### config.mk
export PLATFORM = sky130hd
export DESIGN_NAME = clb_config_loader_flat
export DESIGN_NICKNAME = d
export VERILOG_FILES = /design/src/rtl/clb_config_loader_if.sv /design/src/rtl/clb_config_loader.sv /design/src/flat_wrapper.sv
export SDC_FILE = /design/constraint.sdc
export NUM_CORES = 1
export LEC_CHECK = 0
export CAP_MARGIN = 20
export CORE_MARGIN = 4
export CORE_UTILIZATION = 30
export CTS_BUF_LIST = sky130_fd_sc_hd__clkbuf_8
export CTS_CLUSTER_DIAMETER = 50
export CTS_CLUSTER_SIZE = 8
export DETAILED_ROUTE_END_ITERATION = 6
export GPL_ROUTABILITY_DRIVEN = 0
export PLACE_DENSITY = 0.59
export SLEW_MARGIN = 20
export SYNTH_ARGS = -nofsm -noshare
export SYNTH_HDL_FRONTEND = slang
export SYNTH_SLANG_ARGS = --single-unit
### constraint.sdc
create_clock -name K -period 5.3 [get_ports K]
set_clock_uncertainty 0.05 [all_clocks]
set_input_delay 0.53 -clock K [delete_from_list [all_inputs] [get_ports K]]
set_output_delay 0.53 -clock K [all_outputs]
set_load 0.005 [all_outputs]
### src/rtl/clb_config_loader_if.sv
// Signal bundle between the configuration pin side and clb_config_loader:
// the serial stream going in, and the CLB config-bus write port and status coming out.
interface clb_config_loader_if #(
  parameter int CFG_BITS = 37,
  parameter int ADDR_W   = 2
);
  logic                DIN;
  logic                DVALID;
  logic [CFG_BITS-1:0] CFG_DATA;
  logic [ADDR_W-1:0]   CFG_ADDR;
  logic                CFG_WE;
  logic                BUSY;
  logic                DONE;
  logic                ERR;

  // master: configuration pin side (drives the stream, observes the bus)
  modport master (
    output DIN, DVALID,
    input  CFG_DATA, CFG_ADDR, CFG_WE, BUSY, DONE, ERR
  );

  // slave: the loader itself
  modport slave (
    input  DIN, DVALID,
    output CFG_DATA, CFG_ADDR, CFG_WE, BUSY, DONE, ERR
  );
endinterface

### src/rtl/clb_config_loader.sv
// Serial configuration loader: hunts the 0010 preamble, reads an LSB-first frame count,
// then unpacks one start/data/stop frame per CLB into a one-cycle parallel write.
module clb_config_loader #(
  parameter int NUM_CLB  = 4,
  parameter int CFG_BITS = 37,
  parameter int CNT_W    = 8,
  parameter int ADDR_W   = 2
) (
  input  logic               K,
  input  logic               RST,
  clb_config_loader_if.slave bus
);

  localparam int         BIT_MAX  = (CFG_BITS > CNT_W) ? CFG_BITS : CNT_W;
  localparam int         BCNT_W   = $clog2(BIT_MAX);
  localparam logic [3:0] PREAMBLE = 4'b0010;

  typedef enum logic [2:0] {
    S_IDLE,
    S_COUNT,
    S_START,
    S_DATA,
    S_STOP,
    S_FINISH,  // last stop bit seen, waiting for its write strobe to go out
    S_DONE,
    S_ERR
  } state_t;

  state_t              state_q, state_d;
  logic [2:0]          hist_q;        // three oldest bits of the preamble window
  logic [3:0]          window_nx;
  logic [CNT_W-1:0]    n_q, n_nx;
  logic [CNT_W-1:0]    idx_q, idx_inc;
  logic [BCNT_W-1:0]   bit_cnt_q;
  logic [CFG_BITS-1:0] sr_q;
  logic [CFG_BITS-1:0] cfg_data_q;
  logic [ADDR_W-1:0]   cfg_addr_q;
  logic                cfg_we_q;
  logic                wr_pend_q;
  logic                accept, lock, count_last, data_last, last_frame;
  logic                busy, done, err;

  assign accept     = bus.DVALID;
  assign window_nx  = {hist_q, bus.DIN};
  assign lock       = (window_nx == PREAMBLE);
  assign n_nx       = {bus.DIN, n_q[CNT_W-1:1]};
  assign count_last = (bit_cnt_q == BCNT_W'(CNT_W - 1));
  assign data_last  = (bit_cnt_q == BCNT_W'(CFG_BITS - 1));
  assign idx_inc    = idx_q + CNT_W'(1);
  assign last_frame = (idx_inc == n_q);

  // NOTE: sequential state uses non-blocking assignments so every flop samples
  // pre-edge values regardless of process ordering.
  always_ff @(posedge K) begin
    if (RST) state_q <= S_IDLE;
    else     state_q <= state_d;
  end

  // NOTE: state_d gets a default before the case so no path leaves it
  // unassigned, which would otherwise infer a latch.
  always_comb begin
    state_d = state_q;
    if (state_q == S_FINISH) begin
      // The pending write does not wait for DVALID; DONE follows the strobe.
      if (cfg_we_q) state_d = S_DONE;
    end else if (accept) begin
      case (state_q)
        S_IDLE:  if (lock) state_d = S_COUNT;
        S_COUNT: begin
          if (count_last) begin
            if (n_nx == '0)                     state_d = S_DONE;
            else if (n_nx > CNT_W'(NUM_CLB))    state_d = S_ERR;
            else                                state_d = S_START;
          end
        end
        S_START: state_d = bus.DIN ? S_ERR : S_DATA;
        S_DATA:  if (data_last) state_d = S_STOP;
        S_STOP: begin
          if (!bus.DIN)        state_d = S_ERR;
          else if (last_frame) state_d = S_FINISH;
          else                 state_d = S_START;
        end
        default: state_d = state_q;
      endcase
    end
  end

  always_comb begin
    busy = 1'b0;
    done = 1'b0;
    err  = 1'b0;
    case (state_q)
      S_COUNT, S_START, S_DATA, S_STOP, S_FINISH: busy = 1'b1;
      S_DONE:  done = 1'b1;
      S_ERR:   err  = 1'b1;
      default: ;
    endcase
  end

  // NOTE: the frame shift register is reset along with everything else; it is
  // only a few dozen flops and keeps CFG_DATA free of X after any reset.
  always_ff @(posedge K) begin
    if (RST) begin
      hist_q     <= 3'b111;
      n_q        <= '0;
      idx_q      <= '0;
      bit_cnt_q  <= '0;
      sr_q       <= '0;
      cfg_data_q <= '0;
      cfg_addr_q <= '0;
      cfg_we_q   <= 1'b0;
      wr_pend_q  <= 1'b0;
    end else begin
      // A good stop bit arms wr_pend; the strobe goes out on the following edge.
      cfg_we_q  <= wr_pend_q;
      wr_pend_q <= 1'b0;
      if (wr_pend_q) begin
        cfg_data_q <= sr_q;
        cfg_addr_q <= idx_q[ADDR_W-1:0];
        idx_q      <= idx_inc;
      end

      if (accept) begin
        case (state_q)
          S_IDLE: begin
            hist_q <= window_nx[2:0];
            if (lock) begin
              n_q       <= '0;
              idx_q     <= '0;
              bit_cnt_q <= '0;
            end
          end
          S_COUNT: begin
            n_q       <= n_nx;
            bit_cnt_q <= count_last ? '0 : bit_cnt_q + BCNT_W'(1);
          end
          S_DATA: begin
            sr_q      <= {sr_q[CFG_BITS-2:0], bus.DIN};
            bit_cnt_q <= data_last ? '0 : bit_cnt_q + BCNT_W'(1);
          end
          S_STOP: if (bus.DIN) wr_pend_q <= 1'b1;
          default: ;
        endcase
      end
    end
  end

  assign bus.CFG_DATA = cfg_data_q;
  assign bus.CFG_ADDR = cfg_addr_q;
  assign bus.CFG_WE   = cfg_we_q;
  assign bus.BUSY     = busy;
  assign bus.DONE     = done;
  assign bus.ERR      = err;

endmodule
### src/flat_wrapper.sv
// flat-port wrapper written by rule: the top's interface ports become plain ports
module clb_config_loader_flat 
#(
  parameter int NUM_CLB  = 4,
  parameter int CFG_BITS = 37,
  parameter int CNT_W    = 8,
  parameter int ADDR_W   = 2
)
  (K, RST, bus_DIN, bus_DVALID, bus_CFG_DATA, bus_CFG_ADDR, bus_CFG_WE, bus_BUSY, bus_DONE, bus_ERR);
  clb_config_loader_if #(.CFG_BITS(CFG_BITS), .ADDR_W(ADDR_W)) bus_i ();
  input  logic K;
  input  logic RST;
  input wire logic [$bits(bus_i.DIN)-1:0] bus_DIN;
  input wire logic [$bits(bus_i.DVALID)-1:0] bus_DVALID;
  output wire logic [$bits(bus_i.CFG_DATA)-1:0] bus_CFG_DATA;
  output wire logic [$bits(bus_i.CFG_ADDR)-1:0] bus_CFG_ADDR;
  output wire logic [$bits(bus_i.CFG_WE)-1:0] bus_CFG_WE;
  output wire logic [$bits(bus_i.BUSY)-1:0] bus_BUSY;
  output wire logic [$bits(bus_i.DONE)-1:0] bus_DONE;
  output wire logic [$bits(bus_i.ERR)-1:0] bus_ERR;
  assign bus_i.DIN = bus_DIN;
  assign bus_i.DVALID = bus_DVALID;
  assign bus_CFG_DATA = bus_i.CFG_DATA;
  assign bus_CFG_ADDR = bus_i.CFG_ADDR;
  assign bus_CFG_WE = bus_i.CFG_WE;
  assign bus_BUSY = bus_i.BUSY;
  assign bus_DONE = bus_i.DONE;
  assign bus_ERR = bus_i.ERR;
  clb_config_loader #(.NUM_CLB(NUM_CLB), .CFG_BITS(CFG_BITS), .CNT_W(CNT_W), .ADDR_W(ADDR_W)) u_core (.K(K), .RST(RST), .bus(bus_i));
endmodule
==> impl_metrics.env <==
export IMPL_status="completed"
export IMPL_row_count=43
export IMPL_switching_share_pct=23.1
export IMPL_power_total_mw=1.29
export IMPL_synth_top_area_share_pct=48.7
export IMPL_synth_top_family_by_area="simple AND/OR/NAND/NOR gates"
export IMPL_setup_slack_ps=2580
export IMPL_dp_slack_ps=2300
export IMPL_numCtsBuffers=9
export IMPL_postLayoutCellArea_sq_um=5110
export IMPL_setup_viol=0
export IMPL_critPathMaxFanout=27
export IMPL_syn_instance_count=503
export IMPL_synth_compound_area_share_pct=13.4
export IMPL_synth_area_sq_um=4360
export IMPL_hp_start="u_core.sr_q[36]"
export IMPL_drt_iter0_markers=228
export IMPL_internal_power_mw=0.992
export IMPL_initial_utilization_pct=31.1
export IMPL_mostFrequentLayoutCell="dfxtp_1"
export IMPL_worstPathArrival_ps=2140
export IMPL_drc=0
export IMPL_synth_top_cell_by_area="dfxtp_1"
export IMPL_dp_hpwl_mm=6.25
export IMPL_whs_ps=412
export IMPL_synth_xor_area_share_pct=3.01
export IMPL_fin_crit_sh_pct=51.2
export IMPL_grt_pass1_vias=3287
export IMPL_ys_seq_elements=106
export IMPL_fin_nets=537
export IMPL_p_sw_mw=0.299
export IMPL_cp_cell_sequence="nor3_1, a21oi_1, clkdlybuf4s50_1"
export IMPL_clock_latency_ps=360
export IMPL_path_buf_inv=1
export IMPL_overflow=0
export IMPL_p_leak_nw=1.65
export IMPL_dieArea_sq_um=16500
export IMPL_cts_root_buf="clkbuf_8"
export IMPL_muxShareOfSynthArea_pct=9.44
export IMPL_fillers=1415
export IMPL_reg2reg_depth=6
export IMPL_synthFlopType="dfxtp_1"
export IMPL_critPathLaunchType="flip-flop"
export IMPL_slowest_delay_ps=880
export IMPL_multi_input_area_sq_um=2070
export IMPL_power_frac_clock_pct=35.6
export IMPL_yosys_area_share_simple_pct=20.8
export IMPL_dp_cells=699
export IMPL_h_tree_depth=3
export IMPL_yosysUniqueCellTypes=48
export IMPL_synth_area_per_cell_sq_um=8.67
export IMPL_min_period_ps=2720
export IMPL_finalNonFillerCells=715
export IMPL_async_flop_share_pct=0
export IMPL_final_cell_mix="dfxtp_1, nand2_1, nor2_1, a21oi_1, clkdlybuf4s50_1"
export IMPL_wl_per_cell_microns=12.9
export IMPL_routed_wl_mm=9.25
export IMPL_p_per_area_nw_per_um2=252
export IMPL_area_growth_synth_to_final_pct=17.2
export IMPL_worstPathRequired_ps=4720
export IMPL_cts_post_setup_buffers_inserted=0
export IMPL_grt_max_degree=63
export IMPL_die_height_microns=129
export IMPL_r2r_end="u_core.state_q[0]"
export IMPL_clock_sinks=106
export IMPL_p_comb_share_pct=2.4
export IMPL_setup_tns_ps=0
export IMPL_placed_area_sq_um=4930
export IMPL_drive_gt1_share_pct=4.86
export IMPL_ir_drop_mv=0.115
export IMPL_hold_class="flip-flop to flip-flop"
export IMPL_whs_endpoint="u_core.sr_q[36]"
export IMPL_yosys_warnings=0
export IMPL_rrSetupSlack_ps=3080
export IMPL_viasPerCell=4.90
export IMPL_synth_edf_count=0
export IMPL_slew_headroom_pct=43.9
export IMPL_hold_buffers=0
export IMPL_synth_fa_ha_area_share_pct=0.861
export IMPL_hold_violations=0
export IMPL_hold_path_depth=2
export IMPL_fmax_mhz=368
export IMPL_endpoint_kind="output pin"
export IMPL_ant_nets=0
export IMPL_first_pass_iters=5
export IMPL_cts_tree="yes"
export IMPL_rsz0062_at_grt="false"
export IMPL_drv_cap=0
export IMPL_antenna_found_initial=0
export IMPL_synth_area_top_cells="dfxtp_1, mux2i_1, nand2_1"
export IMPL_antenna_cells=0
export IMPL_final_util_pct=36.4
export IMPL_die_x_microns=129
export IMPL_crit_type="flip-flop to output pin"
export IMPL_r2r_start="u_core.idx_q[0]"
export IMPL_ctsResizeCount=0
export IMPL_boundaryPins=47
export IMPL_cts_buffer_depth=2
export IMPL_path_delay_family="flip-flops"
export IMPL_syn_num_nets=510
export IMPL_grt_pass1_wl_mm=15.4
export IMPL_portBuffers=46
export IMPL_register_area_sq_um=2120
export IMPL_grt_use_total_pct=11.3
export IMPL_crit_slowest_cell="dfxtp_1"
export IMPL_ys_seq_area_share_pct=48.7
export IMPL_vias=3503
export IMPL_slew_violations=0
export IMPL_p_seq_share_pct=62.0
export IMPL_clk_pin_slew_ps=100
export IMPL_tightest_slew_ps=840
export IMPL_core_area_sq_um=14000
-- cells by family (layout without fill, tap and decap cells) --
group,after synthesis,count (layout)
AND/OR/NAND/NOR,202,202
flip-flops,106,106
multiplexers,41,41
XOR/XNOR,15,15
AO/OA/AOI/OAI,95,95
buffers and inverters,41,73
adder cells (fa/ha/maj),3,3
-- worst min-delay path, cell delays in order, from the launching register on --
cell and delay (ps):
dfxtp_1 320, nand2_1 50, a21oi_1 50
-- synthesized netlist by cell type, types with 2 or more instances --
cell / instances
a21oi_1: 54
buf_1: 6
mux2i_1: 40
a21o_1: 2
o211ai_1: 5
nor2b_1: 6
o21ai_0: 10
a31oi_1: 6
dfxtp_1: 106
a211o_1: 5
nand2b_1: 4
ha_1: 3
xnor2_1: 9
nand4_1: 10
nor4b_1: 2
and3_1: 6
nand3_1: 7
nand2_1: 87
o21a_1: 2
xor2_1: 6
nor3b_1: 4
clkbuf_1: 25
inv_1: 7
or3_1: 3
nor2_1: 58
nor4_1: 4
nor3_1: 5
-- metal layers --
| metal | routed length [microns] | track usage, % |
|---|---|---|
| met2 | 4240 | 18.3 |
| met3 | 569 | 3.49 |
| met5 | 0 | 0 |
| met1 | 4350 | 14.3 |
| met4 | 87 | 3.71 |
-- final cells by class --
| cell class | count | share of cell area (%) |
|---|---|---|
| Tap cell | 180 | 4.41 |
| Inverter | 7 | 0.514 |
| Multi-Input combinational cell | 356 | 40.6 |
| Sequential cell | 106 | 41.5 |
| Clock inverter | 6 | 0.808 |
| Timing Repair Buffer | 50 | 9.50 |
| Clock buffer | 10 | 2.69 |
-- power by group through the flow --
stage / logic [mW] / registers (mW) / clock network, mW
floorplan: 0.0241 / 0.817 / 0
global placement: 0.0302 / 0.819 / 0
detailed placement: 0.0309 / 0.819 / 0
CTS: 0.0309 / 0.800 / 0.477
global route: 0.0340 / 0.801 / 0.513
finish: 0.0306 / 0.800 / 0.459
-- how the worst max path moves through the flow --
stage | from | cells after the start | to | slack [ps]
CTS | u_core.state_q[0] | 3 | bus_BUSY | 2570
detailed placement | bus_DIN | 6 | u_core.bit_cnt_q[5] | 2300
global route | u_core.state_q[0] | 3 | bus_BUSY | 2410
floorplan | bus_DIN | 6 | u_core.state_q[2] | 3110
finish | u_core.state_q[0] | 3 | bus_BUSY | 2580
global placement | bus_DIN | 6 | u_core.bit_cnt_q[5] | 2370
-- state kept, by name (all words and copies together), names as in the netlist --
register,flops
u_core.wr_pend_q,1
u_core.bus.CFG_WE,1
u_core.n_q,8
u_core.bus.CFG_ADDR,2
u_core.sr_q,37
u_core.idx_q,8
u_core.hist_q,3
u_core.bus.CFG_DATA,37
u_core.bit_cnt_q,6
u_core.state_q,3
(Power assumes the default switching activity.)
